$ cat config.mk
export PLATFORM = sky130hd
export DESIGN_NAME = lsu_rmw
export DESIGN_NICKNAME = d
export VERILOG_FILES = /design/src/rtl/lsu_rmw.sv
export SDC_FILE = /design/constraint.sdc
export NUM_CORES = 1
export LEC_CHECK = 0
export CORE_ASPECT_RATIO = 1.75
export CORE_MARGIN = 1.5
export CORE_UTILIZATION = 48
export CTS_BUF_LIST = sky130_fd_sc_hd__clkbuf_4
export CTS_CLUSTER_SIZE = 28
export DETAILED_ROUTE_END_ITERATION = 8
export GPL_TIMING_DRIVEN = 0
export PLACE_DENSITY = 0.83
export SLEW_MARGIN = 30
export SYNTH_ARGS = -nofsm -noshare
export SYNTH_HDL_FRONTEND = slang
export SYNTH_SLANG_ARGS = --single-unit
$ cat constraint.sdc
create_clock -name clk -period 3 [get_ports clk]
set_input_delay 0.3 -clock clk [delete_from_list [all_inputs] [get_ports clk]]
set_output_delay 0.3 -clock clk [all_outputs]
set_load 0.03 [all_outputs]
$ cat src/rtl/lsu_rmw.sv
`default_nettype none
// ============================================================================
// Module   : lsu_rmw
// Purpose  : Load/store unit between an RV32I execute stage and a word-wide
//            data memory that has a registered read and no byte enables.
//            Loads are widened to full-word reads, then the selected byte or
//            half is extracted and sign/zero-extended. Sub-word stores are
//            done as read-modify-write. Misaligned, out-of-range and illegal
//            funct3 requests finish with err=1 and never touch memory.
// Ports    : clk, rst (sync, active-high)
//            req/we/funct3/addr/wdata   - request, sampled only when idle
//            busy/done/err/rdata        - status and load result
//            mem_address/mem_read/mem_write/mem_wdata/mem_rdata
//                                       - data_memory interface
// Revision : 1.0 - initial release
// ============================================================================
module lsu_rmw #(
  parameter int unsigned AW   = 32,
  parameter int unsigned DW   = 32,
  parameter int unsigned BASE = 'h1000,
  parameter int unsigned SIZE = 1024
) (
  input  logic          clk,
  input  logic          rst,
  input  logic          req,
  input  logic          we,
  input  logic [2:0]    funct3,
  input  logic [AW-1:0] addr,
  input  logic [DW-1:0] wdata,
  output logic          busy,
  output logic          done,
  output logic          err,
  output logic [DW-1:0] rdata,
  output logic [AW-1:0] mem_address,
  output logic          mem_read,
  output logic          mem_write,
  output logic [DW-1:0] mem_wdata,
  input  logic [DW-1:0] mem_rdata
);

  // Lowest and highest legal word addresses.
  localparam logic [AW-1:0] C_LO = AW'(BASE);
  localparam logic [AW-1:0] C_HI = AW'(BASE + SIZE - 4);

  typedef enum logic [2:0] {
    IDLE = 3'd0,
    RD   = 3'd1,
    CAP  = 3'd2,
    WR   = 3'd3,
    RESP = 3'd4
  } state_e;

  state_e        state_q, state_d;
  logic          we_q;
  logic [2:0]    f3_q;
  logic [1:0]    off_q;
  logic [15:0]   wsub_q;   // only the low half of store data is ever merged
  logic          err_q;
  logic [AW-1:0] mem_address_q;
  logic [DW-1:0] mem_wdata_q;
  logic [DW-1:0] rdata_q;

  // --------------------------------------------------------------------------
  // Accept-time decode of the incoming request
  // --------------------------------------------------------------------------
  logic [AW-1:0] w_waddr;
  logic          w_f3_ok;
  logic          w_misal;
  logic          w_oor;
  logic          w_err;

  assign w_waddr = {addr[AW-1:2], 2'b00};

  always_comb begin
    w_f3_ok = 1'b0;
    if (we) begin
      w_f3_ok = (funct3 == 3'b000) || (funct3 == 3'b001) || (funct3 == 3'b010);
    end else begin
      w_f3_ok = (funct3 == 3'b000) || (funct3 == 3'b001) || (funct3 == 3'b010) ||
                (funct3 == 3'b100) || (funct3 == 3'b101);
    end
  end

  assign w_misal = ((funct3[1:0] == 2'b01) && addr[0]) ||
                   ((funct3[1:0] == 2'b10) && (addr[1:0] != 2'b00));
  assign w_oor   = (w_waddr < C_LO) || (w_waddr > C_HI);
  assign w_err   = !w_f3_ok || w_misal || w_oor;

  // --------------------------------------------------------------------------
  // Load extraction and store merge, both working on the captured word
  // --------------------------------------------------------------------------
  logic [7:0]    w_byte;
  logic [15:0]   w_half;
  logic [DW-1:0] w_load;
  logic [DW-1:0] w_merge;

  assign w_byte = mem_rdata[{off_q, 3'b000} +: 8];
  assign w_half = off_q[1] ? mem_rdata[31:16] : mem_rdata[15:0];

  always_comb begin
    w_load = mem_rdata;
    case (f3_q)
      3'b000:  w_load = {{24{w_byte[7]}}, w_byte};
      3'b001:  w_load = {{16{w_half[15]}}, w_half};
      3'b100:  w_load = {24'd0, w_byte};
      3'b101:  w_load = {16'd0, w_half};
      default: w_load = mem_rdata;
    endcase
  end

  always_comb begin
    w_merge = mem_rdata;
    if (f3_q[1:0] == 2'b00) begin
      w_merge[{off_q, 3'b000} +: 8] = wsub_q[7:0];
    end else begin
      w_merge[{off_q[1], 4'b0000} +: 16] = wsub_q;
    end
  end

  // --------------------------------------------------------------------------
  // FSM: state register
  // --------------------------------------------------------------------------
  always_ff @(posedge clk) begin
    if (rst) begin
      state_q <= IDLE;
    end else begin
      state_q <= state_d;
    end
  end

  // --------------------------------------------------------------------------
  // FSM: next state and state-decoded outputs
  // --------------------------------------------------------------------------
  always_comb begin
    state_d   = state_q;
    busy      = 1'b1;
    done      = 1'b0;
    err       = 1'b0;
    mem_read  = 1'b0;
    mem_write = 1'b0;
    case (state_q)
      IDLE: begin
        busy = 1'b0;
        if (req) begin
          if (w_err) begin
            state_d = RESP;
          end else if (we && (funct3 == 3'b010)) begin
            state_d = WR;            // full-word store needs no read
          end else begin
            state_d = RD;
          end
        end
      end
      RD: begin
        mem_read = 1'b1;
        state_d  = CAP;
      end
      CAP: begin
        state_d = we_q ? WR : RESP;
      end
      WR: begin
        mem_write = 1'b1;
        state_d   = RESP;
      end
      RESP: begin
        done    = 1'b1;
        err     = err_q;
        state_d = IDLE;
      end
      default: begin
        state_d = IDLE;
      end
    endcase
  end

  // --------------------------------------------------------------------------
  // Datapath registers
  // --------------------------------------------------------------------------
  always_ff @(posedge clk) begin
    if (rst) begin
      we_q          <= 1'b0;
      f3_q          <= 3'b000;
      off_q         <= 2'b00;
      wsub_q        <= 16'd0;
      err_q         <= 1'b0;
      mem_address_q <= '0;
      mem_wdata_q   <= '0;
      rdata_q       <= '0;
    end else begin
      case (state_q)
        IDLE: begin
          if (req) begin
            we_q   <= we;
            f3_q   <= funct3;
            off_q  <= addr[1:0];
            wsub_q <= wdata[15:0];
            err_q  <= w_err;
            if (!w_err) begin
              mem_address_q <= w_waddr;
              mem_wdata_q   <= wdata;   // final value for SW, replaced for SB/SH
            end
            // A failed load still completes, with a zero result.
            if (w_err && !we) begin
              rdata_q <= '0;
            end
          end
        end
        CAP: begin
          if (we_q) begin
            mem_wdata_q <= w_merge;
          end else begin
            rdata_q <= w_load;
          end
        end
        default: begin
        end
      endcase
    end
  end

  assign mem_address = mem_address_q;
  assign mem_wdata   = mem_wdata_q;
  assign rdata       = rdata_q;

endmodule
`default_nettype wire
; ---- Yosys cells after proc, flatten, opt, wreduce, memory -nomap -nowiden
; Cells that the tools add are included.
[word_totals]
word_cells = 85
reg_bits = 120
inputBits = 103
out_inout_bits = 101
[op_classes]
bitwise_logic = 1
addsub = 2
muxes = 24
n_lt_le_gt_ge = 2
eq_ne = 18
n_shift = 5
reduce_logical = 24
[ops]
columns = op, n
row1 = two-way mux 32 bit, 7
row2 = case mux 32 bit (2 select lines), 2
row3 = case mux 32 bit (4 select lines), 1
row4 = bitwise mux 32 bit, 2
row5 = > comparator 32 x 13 -> 1 bit (second input constant), 1
row6 = < comparator 32 x 13 -> 1 bit (second input constant), 1
row7 = variable shift 16 x 7 -> 32 bit (first input constant), 1
row8 = variable shift 8 x 7 -> 32 bit (first input constant), 1
row9 = variable part select 16 x 7 -> 32 bit, 1
row10 = variable part select 32 x 6 -> 8 bit, 1
row11 = variable part select 8 x 7 -> 32 bit, 1
row12 = two-way mux 16 bit, 1
row13 = equality test 3 bit (second input constant), 5
row14 = negator 5 -> 7 bit, 2
row15 = case mux 3 bit (4 select lines), 1
row16 = != test 2 bit (second input constant), 5
row17 = equality test 3 x 1 -> 1 bit (second input constant), 3
row18 = equality test 3 x 2 -> 1 bit (second input constant), 3
row19 = logical NOT 3 bit, 3
row20 = two-way mux 3 bit, 3
row21 = logical OR 1 bit, 8
row22 = AND reduction 4 bit, 2
row23 = two-way mux 1 bit, 6
row24 = logical AND 1 bit, 4
row25 = 9 further kinds, 11

; ---- Depth between registers and ports, before layout
[depth]
ltp_word = 13
depth_mapped = 9
ltp_nobuf = 7

; ---- Least setup slack after synthesis
; No wires, ideal clock.
[synth_timing]
kind = register to register
startpoint = register off_q[1]
endpoint = register mem_wdata_q[26] (netlist: mem_wdata[26])
slack_ps = 824
period_less_slack_ps = 2176
stages_incl_launch_ff = 10
setup_ps = 58
path_buffers = 2
t_arrival_ps = 2118
path_cell_list = dfxtp_1 clkbuf_1 inv_1 ha_1 nor4bb_1 clkbuf_1 a221oi_1 a211o_1 a21oi_1 mux2_2
[synth_between]
elab_chain_len = 6
word_cells_on_any_way = 11
cone_classes = add/sub (2) / shift (4) / mux (5)
[synth_lines]
columns = element, line_no
row1 = start: declaration, 56  ; logic [1:0] off_q;
row2 = start signal: assignment, 195  ; off_q <= addr[1:0];
row3 = "negator 5 -> 7 bit, on equally long branches", "116, 114"
row4 = variable part select 16 x 7 -> 32 bit (tied with other cells), 116  ; w_merge[{off_q[1], 4'b0000} +: 16] = wsub_q;
row5 = "bitwise mux 32 bit, on equally long branches", "116, 114"
row6 = two-way mux 32 bit (*), 113  ; if (f3_q[1:0] == 2'b00) begin
row7 = two-way mux 32 bit (*), 209  ; if (we_q) begin
row8 = case mux 32 bit (2 select lines) (*), 190  ; case (state_q)
row9 = end signal: assignment, 200  ; mem_wdata_q <= wdata;
row10 = end signal: assignment, 210  ; mem_wdata_q <= w_merge;
row11 = end: declaration, 60  ; logic [DW-1:0] mem_wdata_q;
; Every way passes the cells marked *; elsewhere a longest branch is shown, timed or not. The select of a mux whose other input is x is not followed.
; A chain may end at the register's enable or synchronous reset.

; ---- Worst setup path in the final report
[layout_timing]
startpoint = register off_q[1]
endpoint = register mem_wdata_q[16] (netlist: mem_wdata[16])
; The elaborated chain is that of the path after synthesis.

==> flow_summary.ini <==
[floorplan]
core.rowCount = 55
die_area_mm2 = 0.0138
die_x_um = 89.4
pin_count = 204
die_y_um = 154
core_mm2 = 0.0129
start_util_pct = 48.7

[final_layout]
fin_nets = 1046
syn_to_final_growth_pct = 39.8
drive_above_1_share_pct = 7.89
layout.cells.most_common = clkdlybuf4s50_1
fillers = 1095
final_cell_mix = 201 x clkdlybuf4s50_1, 120 x dfxtp_1, 89 x nand2_1

[power_and_ir_drop]
peakVddDrop_v = 0.000349
p_sw_share_pct = 32.7
power.leakage_nw = 3.23
power.density_mw_per_mm2 = 375
seq_power_share_pct = 49.8
p_comb_share_pct = 16.5
total_power_w = 0.00328
switchingPower_w = 0.00107
power.internal_w = 0.00221
power_frac_clock_pct = 33.7

[setup_path]
path_class = reg2reg
cp_max_fo = 8
cpMaxStageDelayCell = o31ai_2
slowest_delay_ns = 0.49
worstPathArrival_ns = 3.23
path_cells = clkbuf_1 -> inv_1 -> ha_1 -> nand3b_1 -> o31ai_2 -> a221oi_1 -> nor3_1 -> mux2_1
worst_ep_required_time_ns = 3.47
end_kind = flip-flop
start_kind = flip-flop

[placement]
place.detailed.hpwl_um = 18100
io_buffers = 201
globalplace.congestion = 0.995

[global_route]
grtUsageTotal_pct = 33.6
overflow = 0
grt_start_max_net_pins = 17
grt_pass1_vias = 6519
antenna_found_initial = 1
grt_pass1_wl_um = 34500

[clock_network]
cts_made_buffers = 17
cts_sinks = 120
hold_buffers = 0
cts_setup_buffers = 0
cts_tree = yes
htreeDepth = 4
cts_resized = 0
clkLatencyLatePin_ns = 0.54
cts.clk_slew.worst_paths_ns = 0.13
root_buffer = clkbuf_4
clockBufferDepth = 2

[logic_synthesis]
synth_area_mm2 = 0.00627
synth_ff_type = dfxtp_1
yosysUniqueCellTypes = 54
ys_warn_count = 0
synth_edf_count = 0
seq_area_frac_synth_pct = 38.3
synth-seq-cells = 120
synth_top_area_cell = dfxtp_1
post-synth-top-area-fraction_pct = 38.3
async_flop_share_pct = 0
synthCells = 717
post_synth.cell_area_avg_um2 = 8.74
synth.area.top_cells = dfxtp_1 38%, nand2_1 5.3%, nor2b_1 5.1%

[detailed_routing]
wl_per_cell_um = 20.5
via_per_inst = 5.75
vias = 6452
dr.pass1.iters = 5
drtAntennaViolNets = 0
route.detailed.drc = 0
drt_iter0_markers = 427
drt-total-wl_um = 23000

[sta]
timing.hold.ws_ns = 0.336
final-max-slew-violation-count = 0
setup_viol_count_final = 0
finClkSkew_ns = 0.0257
hold_viol = 0
slew_headroom_pct = 48.2
timing.final.crit_share_pct = 91.9
max_freq_mhz = 363
rsz0062_at_grt = false
period_needed_ns = 2.76
tightest_slew_ns = 0.777
tns_ns = 0

[status]
status = finished clean

[min_path]
worstHoldPathType = in2reg

[job]
cap_violations = 0
==> area by class of cell <==
type                    instances  area (um^2)  area share (%)
multi-input cells             518         3500            40.0
plain buffers                  66          319            3.64
inverters                      14         52.6           0.600
flip-flops and latches        120         2400            27.4
well taps                     171          214            2.44
clock buffers                  17          128            1.46
repair buffers                201         2010            23.0
diodes                          1         2.50          0.0286
clock inverters                15          131            1.50
==> synthesized netlist by cell type (all sizes together) (2+ instances only) <==
cell type	n
a211oi	2
mux2i	28
nor2b	51
inv	14
nand2b	3
nor3	27
o31ai	19
buf	28
and2	22
nor3b	3
or4b	2
nand3b	34
a31oi	9
a21oi	45
nor2	32
nand4	2
o21ai	23
nor4b	2
or2	2
o221ai	8
or3	2
o41ai	3
a211o	16
o21bai	2
clkbuf	38
mux2	34
a221oi	32
dfxtp	120
nor4	5
nand2	89
a221o	7
ha	5
==> critical path, delay by kind of cell, from the launching register on <==
family                   cells  cell delay [ns]
AO/OA/AOI/OAI                2             0.68
adder cells (fa/ha/maj)      1             0.42
buffers and inverters        2             0.53
flip-flops                   1             0.38
multiplexers                 1             0.19
AND/OR/NAND/NOR              2             0.49
==> per-stage QoR <==
stage	util [%]	instance area, um^2	cells	worst slack, ns
finish	68.1	8760	1123	0.242
detailed placement	66.0	8500	1090	0.114
global placement	66.0	8500	1090	0.139
global route	68.1	8760	1123	0.0455
CTS	68.1	8760	1122	0.240
floorplan	-	6270	718	0.824
==> metal layers <==
metal / GRT usage, % / wire (um) / vias up
met3: 7.36 / 1400 / 95
met2: 60.2 / 12100 / 301
li1: - / - / 3024
met1: 34.1 / 8060 / 3032
met4: 20.7 / 1410 / 0
met5: 0 / 0 / -
==> power groups by stage <==
stage / clock network [W] / registers [W] / logic, W
2_1_floorplan: 0 / 0.00166 / 0.000266
3_3_place_gp: 0 / 0.00167 / 0.000526
3_5_place_dp: 0 / 0.00167 / 0.000529
4_1_cts: 0.00111 / 0.00163 / 0.000532
5_1_grt: 0.00119 / 0.00164 / 0.000575
6_report: 0.00111 / 0.00164 / 0.000541
==> registers in the layout (all words and copies together), names as in the netlist <==
signal	flops
we_q	1
state_q	3
mem_address	30
off_q	2
err_q	1
mem_wdata	32
f3_q	3
wsub_q	16
rdata	32
==> worst paths after layout <==
kind                                  endpoint                    startpoint  cells past startpoint  slack, ns
setup / recovery    mem_wdata[16]$_SDFFE_PP0P_         off_q[1]$_SDFFE_PP0P_                      8       0.24
hold / removal          wsub_q[1]$_SDFFE_PP0P_                      wdata[1]                      3       0.34
setup reg to reg    mem_wdata[16]$_SDFFE_PP0P_         off_q[1]$_SDFFE_PP0P_                      8       0.24
hold reg to reg   mem_address[22]$_SDFFE_PP0P_  mem_address[22]$_SDFFE_PP0P_                      1       0.48
==> cell families (layout without fill, tap and decap cells) <==
| kind of cell | count (synthesis) | in the layout | share of synthesized area [%] |
|---|---|---|---|
| fa+ha+maj | 5 | 5 | 0.998 |
| other cells | 1 | 3 | 0.0598 |
| flops | 120 | 120 | 38.3 |
| simple gates | 279 | 279 | 23.9 |
| mux | 62 | 62 | 11.1 |
| compound gates | 170 | 170 | 19.8 |
| buf+inv | 80 | 313 | 5.91 |
Power figures use the tool's default switching activity.
